<file path="config.mk">
export PLATFORM = sky130hd
export DESIGN_NAME = cache_victim_tracker
export DESIGN_NICKNAME = d
export VERILOG_FILES = /design/src/rtl/cache_victim_tracker.sv
export SDC_FILE = /design/constraint.sdc
export NUM_CORES = 1
export LEC_CHECK = 0
export ABC_AREA = 1
export BUFFER_PORTS_ARGS = -buffer_cell sky130_fd_sc_hd__buf_2
export CAP_MARGIN = 20
export CELL_PAD_IN_SITES_DETAIL_PLACEMENT = 1
export CELL_PAD_IN_SITES_GLOBAL_PLACEMENT = 1
export CORE_ASPECT_RATIO = 0.7
export CORE_MARGIN = 2
export CORE_UTILIZATION = 30
export CTS_CLUSTER_DIAMETER = 30
export DETAILED_ROUTE_END_ITERATION = 8
export PLACE_DENSITY = 0.67
export SLEW_MARGIN = 15
export SYNTH_ARGS = -nofsm -noshare
export SYNTH_HDL_FRONTEND = slang
export SYNTH_SLANG_ARGS = --single-unit
</file>
<file path="constraint.sdc">
create_clock -name clk -period 3.3 [get_ports clk]
set_input_delay 0.33 -clock clk [delete_from_list [all_inputs] [get_ports clk]]
set_output_delay 0.33 -clock clk [all_outputs]
set_load 0.01 [all_outputs]
</file>
<file path="src/rtl/cache_victim_tracker.sv">
// rtl/cache_victim_tracker.sv - per-set valid bits and true-LRU ages, one-hot victim query
// Holds replacement state for all sets and answers registered victim queries.
module cache_victim_tracker #(
  parameter int WAY_NUM = 4,
  parameter int SET_NUM = 8,
  localparam int SET_W = $clog2(SET_NUM),
  localparam int AGE_W = $clog2(WAY_NUM)
) (
  input  logic               clk,
  input  logic               rst_n,
  input  logic               touch_valid,
  input  logic [SET_W-1:0]   touch_set,
  input  logic [WAY_NUM-1:0] touch_way,
  input  logic               inval_valid,
  input  logic [SET_W-1:0]   inval_set,
  input  logic [WAY_NUM-1:0] inval_way,
  input  logic               flush,
  input  logic               vq_valid,
  output logic               vq_ready,
  input  logic [SET_W-1:0]   vq_set,
  output logic               vr_valid,
  input  logic               vr_ready,
  output logic [WAY_NUM-1:0] vr_way,
  output logic               vr_was_valid
);

  localparam logic [AGE_W-1:0] LRU_AGE = AGE_W'(WAY_NUM - 1);

  logic [WAY_NUM-1:0] valid_q [SET_NUM];
  logic [WAY_NUM-1:0] valid_d [SET_NUM];
  logic [AGE_W-1:0]   age_q   [SET_NUM][WAY_NUM];

  logic [WAY_NUM-1:0] inv_mask;
  logic [WAY_NUM-1:0] prio_way;
  logic [WAY_NUM-1:0] lru_way;
  logic [WAY_NUM-1:0] victim_way;
  logic [AGE_W-1:0]   touch_age;
  logic               vq_fire;

  assign vq_ready = ~vr_valid | vr_ready;
  assign vq_fire  = vq_valid & vq_ready;

  // Victim is taken from the state as it stands before this edge's updates.
  always_comb begin
    inv_mask  = ~valid_q[vq_set];
    prio_way  = '0;
    lru_way   = '0;
    touch_age = '0;
    for (int i = WAY_NUM - 1; i >= 0; i--) begin
      if (inv_mask[i]) begin
        prio_way    = '0;
        prio_way[i] = 1'b1;
      end
    end
    for (int i = 0; i < WAY_NUM; i++) begin
      lru_way[i] = (age_q[vq_set][i] == LRU_AGE);
      if (touch_way[i]) touch_age = touch_age | age_q[touch_set][i];
    end
    victim_way = (|inv_mask) ? prio_way : lru_way;
  end

  // Clearing before setting lets a touch win over an invalidate of the same way.
  always_comb begin
    for (int s = 0; s < SET_NUM; s++) begin
      valid_d[s] = valid_q[s];
      if (inval_valid && (inval_set == SET_W'(s))) valid_d[s] = valid_d[s] & ~inval_way;
      if (touch_valid && (touch_set == SET_W'(s))) valid_d[s] = valid_d[s] | touch_way;
    end
  end

  always_ff @(posedge clk or negedge rst_n) begin
    if (!rst_n) begin
      for (int s = 0; s < SET_NUM; s++) begin
        valid_q[s] <= '0;
        for (int i = 0; i < WAY_NUM; i++) age_q[s][i] <= AGE_W'(i);
      end
    end else if (flush) begin
      for (int s = 0; s < SET_NUM; s++) begin
        valid_q[s] <= '0;
        for (int i = 0; i < WAY_NUM; i++) age_q[s][i] <= AGE_W'(i);
      end
    end else begin
      for (int s = 0; s < SET_NUM; s++) valid_q[s] <= valid_d[s];
      if (touch_valid) begin
        for (int i = 0; i < WAY_NUM; i++) begin
          if (touch_way[i]) begin
            age_q[touch_set][i] <= '0;
          end else if (age_q[touch_set][i] < touch_age) begin
            age_q[touch_set][i] <= age_q[touch_set][i] + AGE_W'(1);
          end
        end
      end
    end
  end

  // One-entry response register; flush deliberately leaves it alone.
  always_ff @(posedge clk or negedge rst_n) begin
    if (!rst_n) begin
      vr_valid     <= 1'b0;
      vr_way       <= '0;
      vr_was_valid <= 1'b0;
    end else if (vq_fire) begin
      vr_valid     <= 1'b1;
      vr_way       <= victim_way;
      vr_was_valid <= ~(|inv_mask);
    end else if (vr_ready) begin
      vr_valid <= 1'b0;
    end
  end

endmodule

</file>
==> results.ini, run 1 <==
[outcome]
status=finished clean

[worst_setup_path]
path_cells=inv_1 -> nor2_1 -> a21oi_1 -> nand3_1 -> nand2_1 -> o22ai_1 -> a221oi_1 -> buf_4 -> ha_1 -> nand2_2 -> nand2_1 -> nand2_2 -> nand2_1 -> nand2_1 -> o21ai_0
r2r_start=age_q[5]
cp_max_fo=23
reg2reg_depth=15
worst-path-buf-inv=2
rr_endpoint=age_q[47]
arrival_ns=3.00
path_class=reg2reg
critPathCapture=age_q[47]
path_common_cell=nand2_1
cpPeakStageDelay_ns=0.42
cp_num_cells=15
rrSetupSlack_ns=0.57
cpMaxStageDelayCell=dfrtp_1
crit_start=age_q[5]
critPathRequiredTime_ns=3.57
critPathTopFamily=simple AND/OR/NAND/NOR gates
worstSetupStartpointType=register
endpoint_kind=register

[cts]
cts_setup_buffers=0
clk_latency_ns=0.39
cts_root_buf=clkbuf_16
clkSinkCount=102
postCtsHoldBufs=0
cts_buffers=9
post_cts_resized=0
cts_tree=done
path_clk_slew_ns=0.08
cts_buffer_depth=2
htreeDepth=3

[synthesis]
synth_fp_nets=1248
synth.top_cell.area_share=0.2246
yosys.area_share.simple=0.3504
netlist_instances=1220
synth-edff-count=0
avgSynthCellArea_um2=6.392
yosysUniqueCellTypes=38
async_reset_ff_frac=1.000
ys_seq_area_frac=0.3324
synth-xor-area-share=0.002086
synth_area_leaders=dfrtp_1, nand2_1, dfstp_2
synth_compound_area_frac=0.2127
synth-seq-cells=102
yosys.area.top_type=dfrtp_1
synth_top_family_by_area=simple AND/OR/NAND/NOR gates
yosysWarnings=0
synth_area_um2=7799
ys.flop_type=dfrtp_1
synth_mux_area_frac=0.001283
synthAdderAreaFrac=0.006417

[sta]
rsz0062_at_grt=false
finalCriticalPeriod_ns=2.731
setup_viol=0
finalSetupTns_ns=0
max_freq_mhz=366.1
skew_ns=0.01171
drv_slew=0
worst_slew_pin_slew_ns=0.8988
min_period_over_period=0.8277
setup_ws_ns=0.5685
hold_viol_final=0
maxSlewHeadroom=0.3986

[routing]
dr.pass1.iters=5
first_iter_violations=730
drt_wl_total_um=32130
vias=8731
remaining_drc_errors=0
detail_route.wl_per_cell_um=20.58
viasPerCell=5.593
detail-route-antenna-nets=0

[floorplanning]
rows=49
core_um2=25630
dieArea_um2=27320
ios=31
die_y_um=138.9
initial_utilization=0.3043
die_width_um=196.7

[run]
drv_cap=0

[final_layout]
post-route-util=0.3350
fillCellCount=3352
area_growth_pct=10.08
diodes=0
nets=1253
final_layout_size_suffix_gt1_frac=0.1163

[grt]
grt_usage=0.2432
grt_overflow=0
grt_pass1_vias=8530
grt_first_pass_wirelength_um=50860
grt_max_degree=55
antenna_found_initial=0

[power_and_ir_drop]
ir_drop_mv=0.3394
p_leak_nw=3.891
p_per_area_nw_per_um2=473.9

[placement]
dp_hpwl_um=22910
gp_congestion=0.8664
place_ws_ns=0.2423
portBuffers=30

[worst_hold_path]
hold_path.class=in2async

-- layout by cell type (no fill, tap or decap), types with 2 or more instances in the layout --
master     count
nand3_1      146
nor2_4         3
a22oi_1        6
nand3b_1       4
nor2_1       120
a21oi_1       81
buf_2         29
clkinv_2       2
o21ai_1       32
nand2_4        6
clkbuf_16      9
o22ai_1        8
o21ai_2        3
nor2_2         5
nand2_2       10
inv_1         94
o21ai_0       84
o311ai_0       5
a31oi_1       40
o221ai_1       2
o21bai_1       8
nand4_1        3
buf_4         31
dfstp_2       32
dfrtp_1       70
inv_2          6
clkinv_1       6
ha_1           4
o31ai_1       19
nand2_1      349
-- cells in the mapped netlist (4+ instances only) --
master    number
nand2_1      349
nand3_1      146
nor2_1       121
inv_1         94
o21ai_0       84
a21oi_1       81
dfrtp_1       70
clkbuf_1      46
a31oi_1       40
dfstp_2       32
o21ai_1       32
o31ai_1       19
nand2_2       10
buf_6          8
o21bai_1       8
o22ai_1        8
a22oi_1        6
clkinv_1       6
inv_2          6
nand2_4        6
buf_1          5
buf_2          5
o311ai_0       5
ha_1           4
nand3b_1       4
nor2_2         4
-- routing by layer --
metal / global-route usage / up-vias / part of all wire
met5: 0 / - / 0
met3: 0.06055 / 19 / 0.077
met1: 0.3736 / 4343 / 0.51
met4: 0.04432 / 0 / 0.0098
li1: - / 4077 / -
met2: 0.3425 / 292 / 0.41
-- how the worst min path moves through the flow --
| stage | to | slack (ns) | cells after the start |
|---|---|---|---|
| 6_report | age_q[55] | 0.008 | 1 |
| 5_1_grt | age_q[30] | 0.08 | 1 |
| 4_1_cts | age_q[55] | 0.04 | 1 |
| 3_5_place_dp | age_q[55] | 0.46 | 1 |
| 3_3_place_gp | age_q[55] | 0.45 | 1 |
| 2_1_floorplan | age_q[10] | 0.03 | 0 |
-- layout make-up --
| type | instances | area, µm² | share of cell area |
|---|---|---|---|
| multi-input combinational | 944 | 4471 | 0.5208 |
| clock inverter | 5 | 57.56 | 0.006705 |
| timing repair buffer | 61 | 397.9 | 0.04635 |
| inverter | 107 | 409.1 | 0.04766 |
| clock buffer | 11 | 242.7 | 0.02828 |
| sequential | 102 | 2592 | 0.3020 |
| tap | 331 | 414.1 | 0.04824 |
-- registers in the layout, indices dropped and copies added, names as in the netlist --
register      count
age_q            64
valid_q          32
vr_way            4
vr_valid          1
vr_was_valid      1
-- per-stage QoR --
stage               hold WS [ns]  cell area [µm²]  power, mW  std cells
floorplan                0.03441             7799      2.424       1220
global placement          0.4546             8284      2.876       1545
detailed placement        0.4639             8284      2.895       1545
CTS                      0.04196             8584      4.067       1561
global route             0.07507             8584      4.293       1561
finish                  0.007566             8584      4.068       1561
-- logic make-up after synthesis --
group                      Yosys count
and+or+nand+nor                    646
AOI/OAI and AO/OA                  292
buffers and inverters              174
DFF                                102
adders and majority gates            4
xor gates and xnor gates             1
muxes                                1
-- power breakdown --
group / switching, mW / internal, mW / total [mW]
Sequential: 0.209 / 1.46 / 1.67
Clock: 0.551 / 0.611 / 1.16
Combinational: 0.874 / 0.366 / 1.24
(Power assumes the default switching activity.)
==> run 2: changes to the inputs <==
Clock period 3.3 ns to 2.8 ns, I/O delays scaled along.
==> run 2 against run 1 <==
Compared with the run above:
- flip-flop and latch count unchanged
- core utilization increased by 1.0 points
- hold slack improved by 0.097 ns
- clock power is 34% higher
- via count is 1.5% higher
- critical path type unchanged
- highest routed layer unchanged
==> results.ini, run 2 (synthesized netlist as in run 1, its figures left out) <==
[final_layout]
reg.largest.list=age_q: 64 flops, valid_q: 32 flops, vr_way: 4 flops
final_layout_size_suffix_gt1_frac=0.1340
layout_common_cells=nand2_1, nand3_1, nor2_1
largest_reg_flops=64
nets=1277
area_growth_pct=13.51
largest_register=age_q
final_cells=1585
fillCellCount=3324
diodes=0
final_common_cell=nand2_1

[placement]
gp_congestion=0.8987
place_ws_ns=-0.04908
dp_hpwl_um=23940
portBuffers=30
dp_cells=1568

[grt]
grt_usage=0.2491
grt_pass1_vias=8674
grt_first_pass_wirelength_um=52140
antenna_found_initial=0
grt_overflow=0
grt_max_degree=53

[worst_setup_path]
rr_endpoint=age_q[3]
r2r_start=age_q[37]
cp_max_fo=12
critPathRequiredTime_ns=3.11
worstSetupStartpointType=register
crit_start=age_q[37]
reg2reg_depth=16
path_class=reg2reg
critPathCapture=age_q[3]
arrival_ns=2.86
rrSetupSlack_ns=0.25
endpoint_kind=register

[cts]
cts_tree=done
cts_setup_buffers=0
htreeDepth=3
clkSinkCount=102
cts_buffer_depth=2
cts_buffers=9
clk_latency_ns=0.38
cts_root_buf=clkbuf_16
path_clk_slew_ns=0.08

[routing]
drt_wl_total_um=33150
first_iter_violations=880
detail-route-antenna-nets=0
remaining_drc_errors=0
viasPerCell=5.592
dr.pass1.iters=7
detail_route.wl_per_cell_um=20.92
vias=8863

[floorplanning]
core_um2=25630
die_width_um=196.7
dieArea_um2=27320
ios=31
rows=49
die_y_um=138.9
initial_utilization=0.3043

[worst_hold_path]
hold_path.class=in2reg
hold_start=vq_valid

[power_and_ir_drop]
p_leak_nw=4.046
p_per_area_nw_per_um2=573.0
ir_drop_mv=0.4462

[sta]
max_freq_mhz=391.7
min_period_over_period=0.9117
setup_ws_ns=0.2473
worst_slew_pin_slew_ns=0.9856
worst_hold_slack_ns=0.1048
finalCriticalPeriod_ns=2.553
drv_slew=0
skew_ns=0.01393
hold_viol_final=0
rsz0062_at_grt=false
setup_viol=0
maxSlewHeadroom=0.3422

[run]
drv_cap=0

[outcome]
status=finished clean

## run 2: where the power goes
part / switching (mW) / internal (mW) / leakage (nW)
clock network: 0.649 / 0.908 / 0.175
registers: 0.242 / 1.72 / 1.28
logic: 1.06 / 0.493 / 2.59
## run 2: per-stage QoR
| step | TNS, ns | area, µm² | total power [mW] | utilization |
|---|---|---|---|---|
| 3_5_place_dp | -0.3425 | 8482 | 3.497 | 0.3310 |
| 2_1_floorplan | 0 | 7799 | 2.857 | - |
| 4_1_cts | 0 | 8846 | 5.072 | 0.3452 |
| 5_1_grt | 0 | 8852 | 5.344 | 0.3454 |
| 3_3_place_gp | 0 | 8482 | 3.459 | 0.3310 |
| 6_report | 0 | 8852 | 5.072 | 0.3454 |
## run 2: area by class of cell
type | count | area (µm²) | area share
Clock buffer | 10 | 239.0 | 0.02700
Sequential cell | 102 | 2592 | 0.2929
Timing Repair Buffer | 85 | 605.6 | 0.06841
Inverter | 107 | 409.1 | 0.04622
Tap cell | 331 | 414.1 | 0.04678
Clock inverter | 6 | 115.1 | 0.01300
Multi-Input combinational cell | 944 | 4477 | 0.5057
## run 2: timing repair
item	in CTS	in global routing
endpoints found under the setup margin	0	59
gates resized for setup	0	1
hold buffers	1	0
hold endpoints to repair	1	0
## run 2: worst min path at each step
stage	end	slack [ns]	cells past startpoint
2_1_floorplan	age_q[10]	-0.02	0
3_3_place_gp	age_q[62]	0.40	1
3_5_place_dp	age_q[62]	0.40	1
4_1_cts	vr_valid	0.09	3
5_1_grt	vr_valid	0.14	3
6_report	vr_valid	0.10	3
## run 2: routing by layer
layer  track usage  vias up  wire length (µm)
met5             0        -                 0
met3       0.05131       48              2299
met4       0.06292        0               631
li1              -     4132                 -
met1        0.3769     4383             16370
met2        0.3583      300             13850
## run 2: worst max-delay path, cell delays in order (launching register included)
cell and delay (ns):
dfrtp_1 0.41, inv_1 0.12, nor2_1 0.06, a21oi_1 0.21, nand3_1 0.12, nand2_1 0.11
o22ai_1 0.09, a221oi_2 0.23, buf_4 0.19, ha_1 0.24, nand2_2 0.08, nand2_1 0.07
nand2_2 0.12, buf_12 0.15, nand2_1 0.08, nor2_1 0.13, nor2_1 0.05
